### config.mk
export PLATFORM = sky130hd
export DESIGN_NAME = rgb_timing_gen
export DESIGN_NICKNAME = d
export VERILOG_FILES = /design/src/rtl/rgb_timing_pkg.sv /design/src/rtl/timing_axis.sv /design/src/rtl/rgb_timing_gen.sv
export SDC_FILE = /design/constraint.sdc
export NUM_CORES = 1
export LEC_CHECK = 0
export CAP_MARGIN = 20
export CORE_ASPECT_RATIO = 1.25
export CORE_MARGIN = 8
export CORE_UTILIZATION = 57
export CTS_BUF_LIST = sky130_fd_sc_hd__clkbuf_16
export CTS_CLUSTER_DIAMETER = 100
export DETAILED_ROUTE_END_ITERATION = 16
export PLACE_DENSITY = 0.82
export SYNTH_ARGS = -nofsm -noshare
export SYNTH_HDL_FRONTEND = slang
export SYNTH_HIERARCHICAL = 1
export SYNTH_SLANG_ARGS = --single-unit
### constraint.sdc
create_clock -name pclk_i -period 5.71 [get_ports pclk_i]
set_input_delay 1.142 -clock pclk_i [delete_from_list [all_inputs] [get_ports pclk_i]]
set_output_delay 1.142 -clock pclk_i [all_outputs]
set_load 0.01 [all_outputs]
### src/rtl/rgb_timing_pkg.sv
// Shared definitions for the RGB raster timing generator.
// Holds the panel timing sets (750x1334 LCD and a tiny simulation raster),
// the controller state type and helpers that derive line/frame totals and
// the offset of the first active pixel/line.
package rgb_timing_pkg;

  // 750x1334 panel behind the SSD2828 bridge
  localparam int unsigned DefHAct = 750;
  localparam int unsigned DefHSw  = 8;
  localparam int unsigned DefHBp  = 40;
  localparam int unsigned DefHFp  = 40;
  localparam int unsigned DefVAct = 1334;
  localparam int unsigned DefVSw  = 2;
  localparam int unsigned DefVBp  = 8;
  localparam int unsigned DefVFp  = 8;

  // Small raster for simulation: HT=8, VT=6, HS=3, VS=2
  localparam int unsigned SimHAct = 4;
  localparam int unsigned SimHSw  = 1;
  localparam int unsigned SimHBp  = 2;
  localparam int unsigned SimHFp  = 1;
  localparam int unsigned SimVAct = 3;
  localparam int unsigned SimVSw  = 1;
  localparam int unsigned SimVBp  = 1;
  localparam int unsigned SimVFp  = 1;

  typedef enum logic [1:0] {
    StIdle  = 2'd0,
    StRun   = 2'd1,
    StDrain = 2'd2
  } state_e;

  // Total positions per line/frame
  function automatic int unsigned calc_total(input int unsigned sw, input int unsigned bp,
                                             input int unsigned act, input int unsigned fp);
    return sw + bp + act + fp;
  endfunction

  // Index of the first active pixel/line
  function automatic int unsigned calc_start(input int unsigned sw, input int unsigned bp);
    return sw + bp;
  endfunction

endpackage

### src/rtl/timing_axis.sv
// One raster axis: a wrapping position counter plus region decode.
// The decode outputs describe the *next* count so the parent can register
// them alongside its state and keep every output flop-driven.
//   clk_i, rst_i  : clock, synchronous active-high reset
//   clr_i         : force the count to zero (idle)
//   en_i          : advance the count, wrapping at Total-1
//   tc_o          : current count is the terminal count
//   nxt_sync_o    : next count inside the sync pulse
//   nxt_act_o     : next count inside the active region
//   nxt_req_o     : next count inside the active region shifted early by Lead
//   nxt_ofs_o     : next count relative to the request region start, 0 outside
//   nxt_first_o   : next count is zero
//   nxt_last_o    : next count is the terminal count
module timing_axis #(
  parameter int unsigned Total    = 8,
  parameter int unsigned SyncW    = 1,
  parameter int unsigned ActStart = 3,
  parameter int unsigned ActLen   = 4,
  parameter int unsigned Lead     = 1,
  parameter int unsigned CntW     = 12
) (
  input  logic        clk_i,
  input  logic        rst_i,
  input  logic        clr_i,
  input  logic        en_i,
  output logic        tc_o,
  output logic        nxt_sync_o,
  output logic        nxt_act_o,
  output logic        nxt_req_o,
  output logic [10:0] nxt_ofs_o,
  output logic        nxt_first_o,
  output logic        nxt_last_o
);

  localparam logic [CntW-1:0] LastC = CntW'(Total - 1);
  localparam logic [CntW-1:0] SyncC = CntW'(SyncW);
  localparam logic [CntW-1:0] ActLo = CntW'(ActStart);
  localparam logic [CntW-1:0] ActHi = CntW'(ActStart + ActLen);
  localparam logic [CntW-1:0] ReqLo = CntW'(ActStart - Lead);
  localparam logic [CntW-1:0] ReqHi = CntW'(ActStart + ActLen - Lead);

  logic [CntW-1:0] cnt_q, cnt_d;

  assign tc_o = (cnt_q == LastC);

  always_comb begin
    cnt_d = cnt_q;
    if (clr_i) begin
      cnt_d = '0;
    end else if (en_i) begin
      cnt_d = tc_o ? '0 : cnt_q + CntW'(1);
    end
  end

  always_ff @(posedge clk_i) begin
    if (rst_i) begin
      cnt_q <= '0;
    end else begin
      cnt_q <= cnt_d;
    end
  end

  assign nxt_sync_o  = (cnt_d < SyncC);
  assign nxt_act_o   = (cnt_d >= ActLo) && (cnt_d < ActHi);
  assign nxt_req_o   = (cnt_d >= ReqLo) && (cnt_d < ReqHi);
  assign nxt_ofs_o   = nxt_req_o ? 11'(cnt_d - ReqLo) : 11'd0;
  assign nxt_first_o = (cnt_d == '0);
  assign nxt_last_o  = (cnt_d == LastC);

endmodule

### src/rtl/rgb_timing_gen.sv
// RGB raster timing generator for the SSD2828 RGB input (pclk domain).
// Produces hsync/vsync/de plus a pixel request that leads de by one cycle,
// so a pattern source registering its data on pixel_request lines up with de.
//   pclk_i, rst_i, run_i        : clock, sync active-high reset, enable
//   hsync_o, vsync_o, de_o      : raster timing (sync polarity by parameter)
//   pixel_request_o, pixel_x_o,
//   pixel_y_o                   : request and coordinate of the next pixel
//   max_x_o, max_y_o            : active width/height constants
//   frame_start_o, frame_done_o : pulses at the first/last raster position
//   busy_o                      : raster running (RUN or DRAIN)
// All outputs are registered and describe the current raster position.
module rgb_timing_gen
  import rgb_timing_pkg::*;
#(
  parameter int unsigned H_ACT  = DefHAct,
  parameter int unsigned H_SW   = DefHSw,
  parameter int unsigned H_BP   = DefHBp,
  parameter int unsigned H_FP   = DefHFp,
  parameter int unsigned V_ACT  = DefVAct,
  parameter int unsigned V_SW   = DefVSw,
  parameter int unsigned V_BP   = DefVBp,
  parameter int unsigned V_FP   = DefVFp,
  parameter bit          HS_POL = 1'b0,
  parameter bit          VS_POL = 1'b0,
  parameter int unsigned CNT_W  = 12
) (
  input  logic        pclk_i,
  input  logic        rst_i,
  input  logic        run_i,
  output logic        hsync_o,
  output logic        vsync_o,
  output logic        de_o,
  output logic        pixel_request_o,
  output logic [10:0] pixel_x_o,
  output logic [10:0] pixel_y_o,
  output logic [10:0] max_x_o,
  output logic [10:0] max_y_o,
  output logic        frame_start_o,
  output logic        frame_done_o,
  output logic        busy_o
);

  localparam int unsigned HT = calc_total(H_SW, H_BP, H_ACT, H_FP);
  localparam int unsigned VT = calc_total(V_SW, V_BP, V_ACT, V_FP);
  localparam int unsigned HS = calc_start(H_SW, H_BP);
  localparam int unsigned VS = calc_start(V_SW, V_BP);

  state_e state_q, state_d;

  logic        h_clr, h_en, h_tc, v_en, v_tc, frame_last, act_d;
  logic        h_nxt_sync, h_nxt_act, h_nxt_req, h_nxt_first, h_nxt_last;
  logic        v_nxt_sync, v_nxt_act, v_nxt_req, v_nxt_first, v_nxt_last;
  logic [10:0] h_nxt_ofs, v_nxt_ofs;
  logic        req_d;

  assign frame_last = h_tc & v_tc;
  assign v_en       = h_en & h_tc;
  assign act_d      = (state_d != StIdle);

  always_comb begin
    state_d = state_q;
    h_clr   = 1'b0;
    h_en    = 1'b0;
    unique case (state_q)
      StIdle: begin
        // Hold (0,0) so the first RUN cycle shows the frame origin
        h_clr = 1'b1;
        if (run_i) state_d = StRun;
      end
      StRun: begin
        h_en = 1'b1;
        if (!run_i) state_d = StDrain;
      end
      StDrain: begin
        if (run_i) begin
          state_d = StRun;
          h_en    = 1'b1;
        end else if (frame_last) begin
          state_d = StIdle;
          h_clr   = 1'b1;
        end else begin
          h_en = 1'b1;
        end
      end
      default: begin
        state_d = StIdle;
        h_clr   = 1'b1;
      end
    endcase
  end

  timing_axis #(
    .Total    (HT),
    .SyncW    (H_SW),
    .ActStart (HS),
    .ActLen   (H_ACT),
    .Lead     (1),
    .CntW     (CNT_W)
  ) u_h_axis (
    .clk_i       (pclk_i),
    .rst_i       (rst_i),
    .clr_i       (h_clr),
    .en_i        (h_en),
    .tc_o        (h_tc),
    .nxt_sync_o  (h_nxt_sync),
    .nxt_act_o   (h_nxt_act),
    .nxt_req_o   (h_nxt_req),
    .nxt_ofs_o   (h_nxt_ofs),
    .nxt_first_o (h_nxt_first),
    .nxt_last_o  (h_nxt_last)
  );

  timing_axis #(
    .Total    (VT),
    .SyncW    (V_SW),
    .ActStart (VS),
    .ActLen   (V_ACT),
    .Lead     (0),
    .CntW     (CNT_W)
  ) u_v_axis (
    .clk_i       (pclk_i),
    .rst_i       (rst_i),
    .clr_i       (h_clr),
    .en_i        (v_en),
    .tc_o        (v_tc),
    .nxt_sync_o  (v_nxt_sync),
    .nxt_act_o   (v_nxt_act),
    .nxt_req_o   (v_nxt_req),
    .nxt_ofs_o   (v_nxt_ofs),
    .nxt_first_o (v_nxt_first),
    .nxt_last_o  (v_nxt_last)
  );

  assign req_d = act_d & h_nxt_req & v_nxt_req;

  always_ff @(posedge pclk_i) begin
    if (rst_i) begin
      state_q         <= StIdle;
      hsync_o         <= ~HS_POL;
      vsync_o         <= ~VS_POL;
      de_o            <= 1'b0;
      pixel_request_o <= 1'b0;
      pixel_x_o       <= '0;
      pixel_y_o       <= '0;
      frame_start_o   <= 1'b0;
      frame_done_o    <= 1'b0;
      busy_o          <= 1'b0;
    end else begin
      state_q         <= state_d;
      hsync_o         <= (act_d && h_nxt_sync) ? HS_POL : ~HS_POL;
      vsync_o         <= (act_d && v_nxt_sync) ? VS_POL : ~VS_POL;
      de_o            <= act_d & h_nxt_act & v_nxt_act;
      pixel_request_o <= req_d;
      pixel_x_o       <= req_d ? h_nxt_ofs : 11'd0;
      pixel_y_o       <= req_d ? v_nxt_ofs : 11'd0;
      frame_start_o   <= act_d & h_nxt_first & v_nxt_first;
      frame_done_o    <= act_d & h_nxt_last & v_nxt_last;
      busy_o          <= act_d;
    end
  end

  assign max_x_o = 11'(H_ACT);
  assign max_y_o = 11'(V_ACT);

endmodule

==> results of run 1 <==
metal layers:
metal  global-route usage [%]  vias to the layer above
met5                        0                        -
met4                     10.5                        0
met3                     2.87                       41
met2                     36.0                      126
met1                     21.4                     1753
li1                         -                     1781
critical path, stage by stage:
cell and delay [ps]:
clkdlybuf4s50_1 530, inv_1 100, a31oi_1 220, o21a_1 150, and2_1 400, nand2_1 100, a31oi_1 210, a21oi_1 80
or2_1 270, inv_1 150, ha_1 170, nand2_1 60, or4_4 440, o22ai_4 180, o221ai_4 220, inv_1 130
nand2_1 70, buf_4 240, a211oi_1 210
layout make-up:
cell class / instances / area (sq um) / area share, %
multi-input combinational: 380 / 2670 / 58.5
inverter: 38 / 143 / 3.12
timing repair buffer: 40 / 378 / 8.27
tap: 92 / 115 / 2.52
clock buffer: 5 / 125 / 2.74
clock inverter: 3 / 33.8 / 0.740
sequential: 55 / 1100 / 24.1
where the power goes:
group          total (mW)  internal (mW)  leakage [nW]  switching, mW
Combinational      0.0801         0.0241          1.01         0.0560
Clock               0.326          0.170        0.0776          0.156
Sequential          0.391          0.388         0.444        0.00247
sequential cells by signal, indices dropped and copies added (netlist names), 2 cells and up:
| register | count |
|---|---|
| u_h_axis/cnt_q | 12 |
| pixel_y_o | 11 |
| u_v_axis/cnt_q | 12 |
| state_q | 2 |
| pixel_x_o | 11 |
path summary, 6_finish.rpt:
kind                                 startpoint                            end  slack [ps]  cells past startpoint
setup reg to reg   u_h_axis/cnt_q[1]$_SDFF_PP0_        pixel_x_o[4]$_SDFF_PP0_        1140                     21
hold / removal    u_h_axis/cnt_q[10]$_SDFF_PP0_  u_h_axis/cnt_q[10]$_SDFF_PP0_         620                      2
setup / recovery                          run_i        pixel_x_o[4]$_SDFF_PP0_         820                     19
hold reg to reg   u_h_axis/cnt_q[10]$_SDFF_PP0_  u_h_axis/cnt_q[10]$_SDFF_PP0_         620                      2
placed cells by master, fill, tap and decap left out, types with 8 or more instances in the layout:
| cell | netlist | layout |
|---|---|---|
| ha_1 | 13 | 13 |
| clkdlybuf4s50_1 | 0 | 31 |
| dfxtp_1 | 55 | 55 |
| xor2_1 | 8 | 8 |
| nor3_1 | 22 | 22 |
| nor4_1 | 8 | 8 |
| nand4_1 | 15 | 15 |
| nand3_1 | 10 | 10 |
| nand2_1 | 30 | 30 |
| inv_1 | 38 | 38 |
| a21oi_1 | 16 | 16 |
| nand2b_1 | 9 | 9 |
| conb_1 | 3 | 23 |
| buf_4 | 32 | 9 |
| nor2_1 | 46 | 46 |
| nor4_2 | 8 | 8 |
| a211oi_1 | 9 | 9 |
| o21ai_0 | 9 | 9 |
| xnor2_1 | 26 | 26 |
| a211oi_2 | 16 | 16 |
cells by family after synthesis:
logic type / count (synthesis) / share of synthesized area, %
multiplexers: 4 / 1.00
XOR/XNOR: 35 / 7.42
other: 3 / 0.266
flip-flops: 55 / 26.0
buffers and inverters: 93 / 12.6
adder cells (fa/ha/maj): 13 / 3.84
AO/OA/AOI/OAI: 101 / 20.4
AND/OR/NAND/NOR: 204 / 28.5
==> impl_metrics.json, run 1 <==
{
  "syn_area_per_cell_sq_um": 8.33,
  "drtPass1Iterations": 7,
  "cts.htree.levels": 2,
  "vias_per_cell": 6.04,
  "route.detailed.drc": 0,
  "worst_slack_ps": 824,
  "track_usage_pct": 19.8,
  "cp_max_fo": 23,
  "crit_type": "in2reg",
  "fin_area_sq_um": 4570,
  "routed.top_layer": "met4",
  "synth_seq_cells": 55,
  "m1WireLength_mm": 4.01,
  "worst_pin_slew_ps": 864,
  "drive_above_1_share_pct": 14.4,
  "finalHoldViolCount": 0,
  "status": "complete, no violations",
  "clock-sinks": 55,
  "p_leak_nw": 1.53,
  "vdd_drop_max_v": 0.000115,
  "ctsResizeCount": 0,
  "diodes": 0,
  "synth_edf_count": 0,
  "fin_skew_ps": 6.77,
  "rsz0062_at_grt": "false",
  "overflow": 0,
  "post_cts_buffers": 0,
  "wl_met3_microns": 385,
  "grt_max_degree": 29,
  "postRouteAntennaNets": 0,
  "synth_ff_type": "dfxtp_1",
  "cp.arrival_ps": 5090,
  "grt_pass1_vias": 3612,
  "wl_per_cell_microns": 17.0,
  "post_synth_main_area_contributors": "dfxtp_1, buf_4, xnor2_1",
  "total_power_mw": 0.797,
  "finalNonFillerCells": 613,
  "cp-end-kind": "register",
  "syn_area_sq_um": 4230,
  "finalCriticalPeriod_ps": 4890,
  "area_delta_synth_final_pct": 7.89,
  "cts_buffer_depth": 2,
  "fin_worst_hold_slack_ps": 615,
  "port_buffers": 31,
  "netlist_instances": 508,
  "synth_warnings": 6,
  "nets": 536,
  "final.setup.tns_ps": 0,
  "fillers": 650,
  "die_h_microns": 112,
  "max_freq_ghz": 0.205,
  "finalSetupViolations": 0,
  "wirelength_mm": 10.4,
  "synth.most_common_cell": "dfxtp_1",
  "clock_latency_ps": 300,
  "grt_antenna_before_repair": 0,
  "dp_slack_ps": 570,
  "vias": 3701,
  "cts_hold_buf": 0,
  "met2_length_mm": 5.58,
  "start_util_pct": 58.2,
  "crit_path_start_kind": "input port",
  "ys_types": 80,
  "drt-initial-drc-count": 173,
  "maxSlewHeadroom_pct": 42.4,
  "yosys.area.top_type_share_pct": 26.0,
  "gp_congestion": 0.948,
  "fin_crit_sh_pct": 85.6,
  "io_pins": 54,
  "core-area_sq_um": 7270,
  "dpl.hpwl_mm": 7.82,
  "root_buffer": "clkbuf_16",
  "cp_data_required_time_ps": 5920,
  "fp-row-count": 35,
  "place_area_sq_um": 4410,
  "power.density_nw_per_um2": 174,
  "maxCapViolCount": 0,
  "synthTopCellsByCount": "dfxtp_1, nor2_1, inv_1, buf_4, nand2_1",
  "yosysSeqAreaShare_pct": 26.0,
  "synth_area_leader_cell": "dfxtp_1",
  "hp-class": "reg2reg",
  "die-area_sq_um": 10500,
  "final_util_pct": 62.8,
  "tritoncts": "yes",
  "dp_cells": 605,
  "clkTransAtPathRegs_ps": 80,
  "chipWidth_microns": 93.1,
  "drv_slew": 0,
  "cts_buffers": 5,
  "ys_async_sr_fraction_pct": 0,
  "grt_pass1_wl_mm": 17.1
}
Note: power is estimated with default switching activity, not from simulation.
==> run 2: changes to the inputs <==
- CTS_CLUSTER_SIZE: unset -> 28
- GPL_TIMING_DRIVEN: unset -> 0
==> run 2 against run 1 <==
Against the previous run:
- core utilization up 4.5 points
- sequential share of layout area fell by 1.6 points
- hold slack improved by 1.9 ps
- global-route usage grew 1.6 points
- combinational power increased by 20%
- highest routed layer unchanged
- non-clock buffer count rose by 46
- first-iteration DRC count is 26% higher
- design area grew 7.2%
==> impl_metrics.json, run 2 (synthesized netlist as in run 1, its figures left out) <==
{
  "fp-row-count": 35,
  "cp_num_buf_inv": 7,
  "dpl.hpwl_mm": 8.68,
  "track_usage_pct": 21.4,
  "cts_buffer_depth": 2,
  "cp-end-kind": "register",
  "tritoncts": "yes",
  "hp-class": "reg2reg",
  "vias": 3890,
  "cp_data_required_time_ps": 5900,
  "maxSlewHeadroom_pct": 54.8,
  "diodes": 0,
  "cts_hold_buf": 0,
  "root_buffer": "clkbuf_16",
  "chipWidth_microns": 93.1,
  "drive_above_1_share_pct": 19.8,
  "status": "complete, no violations",
  "postRouteAntennaNets": 0,
  "rsz0062_at_grt": "false",
  "wirelength_mm": 11.2,
  "core-area_sq_um": 7270,
  "finalSetupViolations": 0,
  "cts_buffers": 5,
  "max_stage_delay_ps": 530,
  "finalCriticalPeriod_ps": 5200,
  "fin_crit_sh_pct": 91.0,
  "max_freq_ghz": 0.192,
  "cts.htree.levels": 2,
  "crit_end": "pixel_x_o[4]$_SDFF_PP0_",
  "r2r-start": "u_v_axis/cnt_q[0]$_SDFF_PP0_",
  "overflow": 0,
  "port_buffers": 31,
  "clkTransAtPathRegs_ps": 70,
  "cp_cell_sequence": "clkdlybuf4s50_1 -> inv_1 -> a31oi_1 -> o21a_1 -> and2_1 -> buf_4 -> nand2_1 -> a31oi_1 -> a21oi_1 -> or2_1 -> inv_1 -> ha_1 -> nand2_1 -> or4_4 -> o22ai_4 -> o221ai_4 -> inv_1 -> buf_4 -> nand2_1 -> clkbuf_1 -> a211oi_1",
  "p_leak_nw": 1.74,
  "maxCapViolCount": 0,
  "route.detailed.drc": 0,
  "start_util_pct": 58.2,
  "top_regs": "u_h_axis/cnt_q: 12 flops, u_v_axis/cnt_q: 12 flops",
  "rr_worst_depth": 22,
  "layout_common_cells": "dfxtp_1, nor2_1, inv_1, buf_4, clkdlybuf4s50_1",
  "crit_type": "in2reg",
  "path_depth": 21,
  "clock_latency_ps": 290,
  "drtPass1Iterations": 5,
  "grt_pass1_wl_mm": 18.3,
  "clock-sinks": 55,
  "nets": 582,
  "regToRegSetupSlack_ps": 800,
  "crit_start": "run_i",
  "cp_max_fo": 10,
  "drt-initial-drc-count": 218,
  "crit_path_start_kind": "input port",
  "gp_congestion": 0.920,
  "finalNonFillerCells": 658,
  "wl_per_cell_microns": 17.1,
  "mostFrequentLayoutCell": "dfxtp_1",
  "die-area_sq_um": 10500,
  "cp.arrival_ps": 5390,
  "post_cts_buffers": 0,
  "slowest_stage": "clkdlybuf4s50_1",
  "worst_pin_slew_ps": 672,
  "regToRegEndpoint": "pixel_x_o[4]$_SDFF_PP0_",
  "grt_antenna_before_repair": 0,
  "die_h_microns": 112,
  "vdd_drop_max_v": 0.000143,
  "fin_skew_ps": 4.73,
  "power.density_nw_per_um2": 171,
  "total_power_mw": 0.835,
  "grt_pass1_vias": 3797,
  "area_delta_synth_final_pct": 15.7,
  "vias_per_cell": 5.91,
  "ctsResizeCount": 0,
  "io_pins": 54,
  "finalHoldViolCount": 0,
  "drv_slew": 0,
  "final.setup.tns_ps": 0,
  "crit_family": "buffers and inverters",
  "dp_cells": 651,
  "grt_max_degree": 17
}
## run 2: changes by cell type in the layout (fill, tap and decap cells not counted)
cell / before / now
inv_6: 2 / 0
buf_4: 9 / 32
clkbuf_1: 0 / 7
clkinv_8: 1 / 0
clkinvlp_4: 0 / 1
buf_2: 0 / 8
buf_6: 0 / 6
buf_8: 0 / 1
bufinv_16: 0 / 1
buf_1: 0 / 1
## run 2: per-layer routing
metal	vias up	wire (microns)	GRT usage [%]
met2	145	6030	40.2
met3	41	437	3.14
li1	1874	-	-
met5	-	0	0
met1	1830	4280	22.0
met4	0	478	11.3
## run 2: worst min path at each step
stage,from,end,slack (ps),cells past startpoint
5_1_grt,u_h_axis/cnt_q[11]$_SDFF_PP0_,u_h_axis/cnt_q[11]$_SDFF_PP0_,650,2
3_5_place_dp,u_h_axis/cnt_q[10]$_SDFF_PP0_,u_h_axis/cnt_q[10]$_SDFF_PP0_,610,2
6_report,u_h_axis/cnt_q[11]$_SDFF_PP0_,u_h_axis/cnt_q[11]$_SDFF_PP0_,620,2
4_1_cts,u_h_axis/cnt_q[10]$_SDFF_PP0_,u_h_axis/cnt_q[10]$_SDFF_PP0_,620,2
3_3_place_gp,u_h_axis/cnt_q[10]$_SDFF_PP0_,u_h_axis/cnt_q[10]$_SDFF_PP0_,580,2
2_1_floorplan,u_h_axis/cnt_q[10]$_SDFF_PP0_,u_h_axis/cnt_q[10]$_SDFF_PP0_,550,2
## run 2: through the flow
step | setup slack [ps] | util (%) | hold WS (ps) | area, sq um
finish | 514 | 67.4 | 617 | 4900
detailed placement | 270 | 65.1 | 607 | 4730
global route | 169 | 67.4 | 647 | 4900
CTS | 533 | 67.4 | 621 | 4900
floorplan | 1430 | - | 552 | 4310
global placement | 478 | 65.1 | 579 | 4730
## run 2: worst min-delay path: stages, from the launching register on
cell and delay, ps:
dfxtp_1 360, xor2_1 170, nor3_1 50
## run 2: cell type report
class	instances	area (sq um)
fillers	619	2370
clock inverters	2	37.5
well taps	92	115
flip-flops and latches	55	1100
repair buffers	31	310
clock buffers	5	125
plain buffers	55	393
inverters	38	143
multi-input cells	380	2670
## run 2: where the power goes
part	leakage [nW]	switching, mW	internal, mW	total (mW)
clock network	0.0759	0.143	0.205	0.348
registers	0.444	0.00294	0.388	0.391
logic	1.22	0.0605	0.0354	0.0959
==> run 3: changes to the inputs <==
- CELL_PAD_IN_SITES_DETAIL_PLACEMENT: unset -> 1
- CELL_PAD_IN_SITES_GLOBAL_PLACEMENT: unset -> 2
- CORE_UTILIZATION: 57 -> 34
- PLACE_DENSITY: 0.82 -> unset
- PLACE_DENSITY_LB_ADDON: unset -> 0.1
- SLEW_MARGIN: unset -> 15
- clock period: 5.71 -> 5.02 ns (I/O delays scaled with it)
==> run 3 against run 2 <==
Against the previous run:
- clock-buffer cell count unchanged
- sequential share of layout area is 0.65 points lower
- global-route usage down 5.2 points
- final cell count is 12% higher
- die area rose by 56%
- combinational power grew 16%
- total power increased by 10%
- non-clock buffer count is 5 higher
- largest cell class unchanged
- highest routed layer unchanged
==> impl_metrics.json, run 3 (synthesized netlist as in run 1, its figures left out) <==
{
  "finalSetupViolations": 0,
  "fin_area_sq_um": 5040,
  "root_buffer": "clkbuf_16",
  "hp-class": "reg2reg",
  "switching_power_mw": 0.249,
  "maxSlewHeadroom_pct": 58.7,
  "max_freq_ghz": 0.211,
  "top_regs": "u_h_axis/cnt_q: 12 flops, u_v_axis/cnt_q: 12 flops",
  "p_leak_nw": 1.77,
  "nets": 587,
  "postRouteAntennaNets": 0,
  "cp_max_fo": 10,
  "overflow": 0,
  "regToRegSetupSlack_ps": 430,
  "tritoncts": "yes",
  "cts_buffers": 5,
  "grt_pass1_vias": 4097,
  "seq_area_sq_um": 1100,
  "dp_slack_ps": -317,
  "use_met1_pct": 16.8,
  "grt_pass1_wl_mm": 21.0,
  "area_delta_synth_final_pct": 19.1,
  "wl_per_cell_microns": 17.3,
  "regToRegEndpoint": "pixel_x_o[7]$_SDFF_PP0_",
  "wirelength_mm": 12.8,
  "max_stage_delay_ps": 520,
  "io_pins": 54,
  "worst_hold_startpoint": "u_h_axis/cnt_q[11]$_SDFF_PP0_",
  "cts.htree.levels": 2,
  "seq_power_share_pct": 48.2,
  "crit_path_start_kind": "input port",
  "maxCapViolCount": 0,
  "fp-row-count": 45,
  "cts_hold_buf": 0,
  "route.detailed.drc": 0,
  "place_area_sq_um": 4820,
  "multi_input_area_sq_um": 2690,
  "use_met3_pct": 2.14,
  "grt_util_met2_pct": 30.9,
  "vias_per_cell": 5.23,
  "layout_common_cells": "dfxtp_1, nor2_1, buf_4, inv_1, clkdlybuf4s50_1",
  "clock_latency_ps": 300,
  "track_usage_pct": 16.2,
  "whs_path_depth": 2,
  "worst_slack_ps": 282,
  "cp_cell_sequence": "clkdlybuf4s50_1 -> inv_1 -> a31oi_2 -> o21a_2 -> and2_1 -> buf_4 -> nand2_1 -> a31oi_2 -> a21oi_1 -> or2_1 -> inv_1 -> ha_1 -> nand2_1 -> or4_4 -> o22ai_4 -> o221ai_4 -> inv_1 -> buf_4 -> nand2_1 -> buf_4 -> a211oi_1",
  "hold_end": "u_h_axis/cnt_q[11]$_SDFF_PP0_",
  "worst_pin_slew_ps": 616,
  "pwr-share-clk_pct": 39.8,
  "drive_above_1_share_pct": 21.9,
  "port_buffers": 31,
  "finalHoldViolCount": 0,
  "cp.arrival_ps": 4950,
  "fin_skew_ps": 4.71,
  "rr_worst_depth": 23,
  "cp_data_required_time_ps": 5230,
  "internal_power_mw": 0.672,
  "r2r-start": "u_h_axis/cnt_q[1]$_SDFF_PP0_",
  "crit_start": "run_i",
  "crit_type": "in2reg",
  "drt-initial-drc-count": 141,
  "die-area_sq_um": 16300,
  "core-area_sq_um": 12200,
  "grt_max_degree": 20,
  "cts_buffer_depth": 2,
  "drv_slew": 0,
  "die_h_microns": 141,
  "start_util_pct": 34.8,
  "fillers": 1522,
  "combPwrFrac_pct": 12.0,
  "cp-end-kind": "register",
  "diodes": 0,
  "clock-sinks": 55,
  "power.density_nw_per_um2": 183,
  "switching_share_pct": 27.0,
  "vdd_drop_max_v": 0.000117,
  "fin_crit_sh_pct": 94.4,
  "final_util_pct": 41.5,
  "clkTransAtPathRegs_ps": 70,
  "finalCriticalPeriod_ps": 4740,
  "final.setup.tns_ps": 0,
  "grt_antenna_before_repair": 0,
  "drtPass1Iterations": 6,
  "chipWidth_microns": 116,
  "gp_congestion": 0.808,
  "dpl.hpwl_mm": 10.2,
  "status": "complete, no violations",
  "vias": 3847,
  "slowest_stage": "clkdlybuf4s50_1",
  "mostFrequentLayoutCell": "dfxtp_1",
  "grt-busiest-layer": "met2"
}
run 3: stage by stage:
| step | cells | total power [mW] | hold WS (ps) |
|---|---|---|---|
| floorplan | 528 | 0.532 | 552 |
| global placement | 723 | 0.562 | 587 |
| detailed placement | 723 | 0.564 | 590 |
| CTS | 731 | 0.940 | 610 |
| global route | 736 | 0.966 | 655 |
| finish | 736 | 0.921 | 604 |
run 3: routing by layer:
layer,vias to the layer above,wire (microns)
met4,0,423
met2,52,7140
met3,25,210
met5,-,0
li1,1888,-
met1,1882,4980
run 3: worst max path at each step:
stage,end,slack [ps],depth (start not counted)
after floorplan,pixel_x_o[0]$_SDFF_PP0_,880,20
after global placement,pixel_y_o[9]$_SDFF_PP0_,-250,21
after detailed placement,pixel_y_o[9]$_SDFF_PP0_,-320,21
after CTS,pixel_y_o[9]$_SDFF_PP0_,70,21
after global routing,pixel_x_o[6]$_SDFF_PP0_,-9,21
final,pixel_x_o[7]$_SDFF_PP0_,280,21
run 3: final cells by class:
type	count	share of cell area, %
flip-flops and latches	55	21.8
repair buffers	36	6.90
plain buffers	55	7.94
multi-input cells	380	53.4
well taps	164	4.07
clock buffers	5	2.48
inverters	38	2.83
clock inverters	3	0.546
run 3: repair_timing:
item,in CTS,in global routing
setup endpoints to repair,7,20
pin swaps,0,1
setup buffers,0,5
cloned,0,0
resized for setup,2,11
run 3: critical path, delay by kind of cell:
family | cells | cell delay (ps)
buffers and inverters | 7 | 1400
AND/OR/NAND/NOR | 6 | 1160
AO/OA/AOI/OAI | 7 | 1230
adder cells (fa/ha/maj) | 1 | 160
run 3: power groups by stage:
stage                     combinational, mW  clock (mW)  sequential, mW
final                                 0.111       0.366           0.444
after global routing                  0.123       0.399           0.445
after CTS                             0.110       0.385           0.444
after detailed placement              0.110           0           0.455
after global placement                0.108           0           0.454
after floorplan                      0.0754           0           0.457
